### src/rtl/unidade_controle.sv
// Sequencing control unit for the X/Y registers and the ULA: one instruction per start/busy/done handshake.
// Optional macro UC_SINGLE_STEP_EN adds i_step, which gates each SHIFT-state shift.
//
// state   | meaning
// --------+--------------------------------------------------------------
// S_IDLE  | waiting for i_start; latches opcode/amt when it arrives
// S_EXEC  | single execution cycle, outputs decoded from latched opcode
// S_SHIFT | remaining shift cycles of SHRY/SHLY, counted down in r_cnt
// S_DONE  | one-cycle done pulse, then back to S_IDLE
module unidade_controle #(
    parameter int AMT_W = 2
) (
    input  logic             i_clock,
    input  logic             i_reset,
    input  logic             i_start,
`ifdef UC_SINGLE_STEP_EN
    input  logic             i_step,
`endif
    input  logic [2:0]       i_opcode,
    input  logic [AMT_W-1:0] i_amt,
    output logic [2:0]       o_funcX,
    output logic [2:0]       o_funcY,
    output logic [1:0]       o_selULA,
    output logic             o_busy,
    output logic             o_done
);

    localparam logic [2:0] F_HOLD   = 3'b000;
    localparam logic [2:0] F_LOAD   = 3'b001;
    localparam logic [2:0] F_SHIFTR = 3'b010;
    localparam logic [2:0] F_SHIFTL = 3'b011;
    localparam logic [2:0] F_RESET  = 3'b100;

    localparam logic [1:0] ULA_ADD   = 2'b00;
    localparam logic [1:0] ULA_SUB   = 2'b01;
    localparam logic [1:0] ULA_PASSX = 2'b10;

    localparam logic [2:0] OP_NOP   = 3'b000;
    localparam logic [2:0] OP_LOADX = 3'b001;
    localparam logic [2:0] OP_ADD   = 3'b010;
    localparam logic [2:0] OP_SUB   = 3'b011;
    localparam logic [2:0] OP_SHRY  = 3'b100;
    localparam logic [2:0] OP_SHLY  = 3'b101;
    localparam logic [2:0] OP_CLR   = 3'b110;
    localparam logic [2:0] OP_MOVE  = 3'b111;

    typedef enum logic [1:0] {
        S_IDLE  = 2'd0,
        S_EXEC  = 2'd1,
        S_SHIFT = 2'd2,
        S_DONE  = 2'd3
    } state_t;

    state_t           r_state;
    state_t           w_next_state;
    logic [2:0]       r_opcode;
    logic [AMT_W-1:0] r_amt;
    logic [AMT_W-1:0] r_cnt;

    logic       w_cnt_load;
    logic       w_cnt_dec;
    logic       w_step;
    logic       w_is_shift_op;
    logic [2:0] w_shift_func;
    logic [2:0] w_funcX;
    logic [2:0] w_funcY;
    logic [1:0] w_selULA;
    logic       w_busy;
    logic       w_done;

`ifdef UC_SINGLE_STEP_EN
    assign w_step = i_step;
`else
    assign w_step = 1'b1;
`endif

    assign w_is_shift_op = (r_opcode == OP_SHRY) || (r_opcode == OP_SHLY);
    assign w_shift_func  = (r_opcode == OP_SHLY) ? F_SHIFTL : F_SHIFTR;

    always_ff @(posedge i_clock) begin
        if (i_reset) begin
            r_state <= S_IDLE;
        end else begin
            r_state <= w_next_state;
        end
    end

    always_ff @(posedge i_clock) begin
        if (i_reset) begin
            r_opcode <= '0;
            r_amt    <= '0;
            r_cnt    <= '0;
        end else begin
            if ((r_state == S_IDLE) && i_start) begin
                r_opcode <= i_opcode;
                r_amt    <= i_amt;
            end
            // EXEC already issued the first shift, so SHIFT owes amt-1 more
            if (w_cnt_load) begin
                r_cnt <= r_amt - AMT_W'(1);
            end else if (w_cnt_dec) begin
                r_cnt <= r_cnt - AMT_W'(1);
            end
        end
    end

    always_comb begin
        w_next_state = r_state;
        w_funcX      = F_HOLD;
        w_funcY      = F_HOLD;
        w_selULA     = ULA_ADD;
        w_busy       = 1'b0;
        w_done       = 1'b0;
        w_cnt_load   = 1'b0;
        w_cnt_dec    = 1'b0;

        case (r_state)
            S_IDLE: begin
                if (i_start) begin
                    w_next_state = S_EXEC;
                end
            end
            S_EXEC: begin
                w_busy = 1'b1;
                case (r_opcode)
                    OP_NOP:   ;
                    OP_LOADX: w_funcX = F_LOAD;
                    OP_ADD:   begin w_selULA = ULA_ADD;   w_funcY = F_LOAD; end
                    OP_SUB:   begin w_selULA = ULA_SUB;   w_funcY = F_LOAD; end
                    OP_SHRY,
                    OP_SHLY:  if (r_amt != '0) w_funcY = w_shift_func;
                    OP_CLR:   begin w_funcX = F_RESET;    w_funcY = F_RESET; end
                    OP_MOVE:  begin w_selULA = ULA_PASSX; w_funcY = F_LOAD; end
                    default:  ;
                endcase
                if (w_is_shift_op && (r_amt > AMT_W'(1))) begin
                    w_cnt_load   = 1'b1;
                    w_next_state = S_SHIFT;
                end else begin
                    w_next_state = S_DONE;
                end
            end
            S_SHIFT: begin
                w_busy = 1'b1;
                if (w_step) begin
                    w_funcY   = w_shift_func;
                    w_cnt_dec = 1'b1;
                    if (r_cnt == AMT_W'(1)) begin
                        w_next_state = S_DONE;
                    end
                end
            end
            S_DONE: begin
                w_busy       = 1'b1;
                w_done       = 1'b1;
                w_next_state = S_IDLE;
            end
            default: w_next_state = S_IDLE;
        endcase
    end

    // Reset clears the datapath registers on the same edge that resets this FSM
    always_comb begin
        if (i_reset) begin
            o_funcX  = F_RESET;
            o_funcY  = F_RESET;
            o_selULA = ULA_ADD;
            o_busy   = 1'b0;
            o_done   = 1'b0;
        end else begin
            o_funcX  = w_funcX;
            o_funcY  = w_funcY;
            o_selULA = w_selULA;
            o_busy   = w_busy;
            o_done   = w_done;
        end
    end

endmodule

### config.mk
export PLATFORM = sky130hd
export DESIGN_NAME = unidade_controle
export DESIGN_NICKNAME = d
export VERILOG_FILES = /design/src/rtl/unidade_controle.sv
export SDC_FILE = /design/constraint.sdc
export NUM_CORES = 1
export LEC_CHECK = 0
export ABC_AREA = 1
export BUFFER_PORTS_ARGS = -buffer_cell sky130_fd_sc_hd__buf_2
export CORE_AREA = 2 2 39 41
export CTS_CLUSTER_DIAMETER = 200
export DETAILED_ROUTE_END_ITERATION = 12
export DIE_AREA = 0 0 41 43
export PLACE_DENSITY = 0.73
export RECOVER_POWER = 50
export SLEW_MARGIN = 5
export SYNTH_ARGS = -nofsm -noshare
export SYNTH_HDL_FRONTEND = slang
export SYNTH_SLANG_ARGS = --single-unit
export TNS_END_PERCENT = 10
### constraint.sdc
create_clock -name i_clock -period 2.35 [get_ports i_clock]
set_input_delay 0.1175 -clock i_clock [delete_from_list [all_inputs] [get_ports i_clock]]
set_output_delay 0.1175 -clock i_clock [all_outputs]
set_load 0.05 [all_outputs]
==> metrics.md <==
| Metric | Value |
|---|---|
| Status | finished clean |
| Longest Clk Path Bufs | 2 |
| First-pass GRT wire length | approximately 2200 um |
| DR vias/cell | roughly 5 |
| Starting DRC count in detailed routing | 13 |
| Initial antenna violation count | 0 |
| Final worst-path cycle share | between 70% and 80% |
| RePlAce Congestion | slightly below 0.8 |
| Synth Instances | 88 |
| Site Rows | 14 |
| RR Endpoint | r_state[1] |
| Post-CTS setup buffers | 0 |
| CTS clk-pin slew, worst paths | 0.06 ns |
| CP cell instances | inv_1 -> ha_1 -> inv_1 -> nor4_2 -> buf_2 |
| Sink Count | 9 |
| Multi-input gate area | ~370 um2 |
| Area contributors post-synth | dfxtp_1, ha_1, a21oi_1 |
| Clk Latency, worst-skew pair | around 0.27 ns |
| Die width | 41 um |
| Clock skew | 0.00299 ns |
| Via count | 620 |
| CTS hold repair buffers | 0 |
| Slowest stage delay, CP | 0.34 ns |
| Worst Path Required | between 2 and 2.5 ns |
| Fmax | 0.541 GHz |
| Hold path depth | 2 |
| Slew Limit Fails | 0 |
| Share of layout cells above drive strength 1 | 26.7% |
| Clock Root Buffer | clkbuf_4 |
| R2r worst-path depth | 6 |
| Post-Synthesis Net Count | 104 |
| Starting Density | 45.1% |
| Wirelength per Cell | between 10 and 15 um |
| Global Route met3 Usage | 3.14% |
| Hold endpoint | r_state[0] |
| Cell taking the most area after synthesis | dfxtp_1 |
| Crit path launch | r_state[1] |
| Post-synthesis async set-or-reset flop share | 0% |
| Setup WS post-layout | 0.503 ns |
| CP most frequent cell | inv_1 |
| Post-place setup slack | approximately 0.80 ns |
| Die Y | about 43 um |
| Gr usage total | 18.6% |
| Resize count post-CTS | 0 |
| Worst-Margin Slew | 0.593 ns |
| Final setup fails | 0 |
| Syn-to-layout area delta | 17.2% |
| Setup TNS | 0 ns |
| Yosys top cell area share | 28.9% |
| Crit Path Class | reg -> out |
| Max-cap viol count | 0 |
| M1 GR Usage | 22.5% |
| Number of synthesized flops with an enable pin | 0 |
| Post-synthesis sequential area ratio | 28.9% |
| RSZ-0062 raised after global routing | no |
| Register cell area after layout | between 150 and 200 um2 |
| IO Pins | 18 |
| Port bufs | 16 |
| CTS tree | yes |
| Die area | about 0.0018 mm2 |
| Synth unique cells | 22 |
| Crit-path max FO | 8 |
| FF+latch count, synth | 9 |
| Fin area | 732 um2 |
| Vias in the first global route | between 500 and 600 |
| Largest net degree at the start of global routing | 12 |
| Avg Synthesized Cell Area | 7.09 um2 |
| FF-to-FF setup slack | 0.94 ns |
| Arrival @ worst endpoint | between 1.5 and 2 ns |
| Placed Instance Area | 711 um2 |
| P_leak | around 0.34 nW |
| Synth Warn # | 0 |
| Hold Startpoint | i_reset |
| # DRC | 0 |
| Final wirelength | 1250 um |
| # diodes | 0 |
| Htree depth | 1 |
| Worst r2r src | r_state[0] |
| Top Usage Layer GRT | met2 |
| First-pass detailed-route iteration total | 4 |
| Routed Antenna Nets | 0 |
| Tmin final | 1.85 ns |
| Grt ovf | 0 |
| CP Capture Type | output pin |
| Max rail drop VDD | 616 uV |
| Fillers | between 100 and 150 |
| Ys flop type | dfxtp_1 |
| Pwr dens | about 1100 mW/mm2 |
| Post-Syn Area | 624 um2 |
| Worst hold path type | in -> reg |
| Final nets | 122 |
| Met2 usage | 29.7% |
| Final Hold Viols | 0 |
| Slowest CP cell | ha_1 |
| Detail Placement HPWL | 991 um |
| TritonCTS buffer count | 3 |
| CP Launch Type | flop |
| Worst slew margin | 60.6% |
| Core area | 0.00138 mm2 |
==> metrics by stage <==
step	total power (W)	hold slack, ns	std cells	utilization, %
finish	0.000823	0.0917	121	52.9
global route	0.000914	0.103	121	52.9
CTS	0.000845	0.0880	121	53.3
detailed placement	0.000717	0.368	117	51.4
global placement	0.000703	0.372	117	51.4
floorplan	0.000622	0.180	88	-
==> routing by layer <==
layer / vias up / routed length (um)
met5: - / 0
met4: 0 / 28
met3: 4 / 64
met2: 15 / 636
met1: 285 / 525
li1: 316 / -
==> area by class of cell <==
type                       instances  share of cell area [%]
clock buffer                       4                    3.59
inverter                          15                    7.69
multi-input combinational         61                    50.6
sequential                         9                    24.6
tap                               16                    2.74
timing repair buffer              16                    10.8
==> report_power, final <==
group          internal, W  switching, W  total (W)
Sequential        0.000205     0.0000435   0.000249
Clock            0.0000657     0.0000605   0.000126
Combinational     0.000148      0.000300   0.000448
Total             0.000419      0.000404   0.000823
==> Yosys cell counts (all sizes together) (3+ instances only) <==
library cell / number
nor2: 9
o21ai: 10
inv: 15
buf: 3
dfxtp: 9
ha: 8
a21oi: 12
nand2: 11
nand3: 5
==> registers in the layout (all words and copies together) (netlist names) <==
| register | cells |
|---|---|
| r_amt | 2 |
| r_opcode | 3 |
| r_cnt | 2 |
| r_state | 2 |
==> placed cells by master (no fill, tap or decap), drive strengths merged, types with 5 or more instances in the layout <==
| master | n |
|---|---|
| buf | 15 |
| inv | 15 |
| a21oi | 12 |
| nand2 | 11 |
| o21ai | 10 |
| dfxtp | 9 |
| nor2 | 9 |
| ha | 8 |
| nand3 | 5 |
| clkbuf | 5 |
==> worst max-delay path: cells and delay by family (launching register included) <==
family | cells | cell delay, ns
buffers and inverters | 3 | 0.56
AND/OR/NAND/NOR | 1 | 0.24
adder cells (fa/ha/maj) | 1 | 0.34
flip-flops | 1 | 0.33
==> logic make-up (layout without fill, tap and decap cells) <==
| kind of cell | count (synthesis) | after routing | synth area share, % |
|---|---|---|---|
| and+or+nand+nor | 27 | 27 | 19.0 |
| buffers and inverters | 18 | 35 | 12.2 |
| DFF | 9 | 9 | 28.9 |
| AOI/OAI and AO/OA | 24 | 24 | 21.8 |
| other | 1 | 1 | 0.601 |
| adders and majority gates | 8 | 8 | 16.0 |
| xor gates and xnor gates | 1 | 1 | 1.40 |
==> worst max path at each step <==
stage                              to  slack (ns)  cells past startpoint
after global placement     o_funcY[2]        0.87                      6
after floorplan            o_funcX[0]        0.37                      5
final                     o_selULA[1]        0.50                      5
after detailed placement   o_funcY[2]        0.80                      6
after global routing       o_funcY[1]        0.34                      7
after CTS                 o_selULA[1]        0.50                      5
Note: power is estimated with default switching activity, not from simulation.
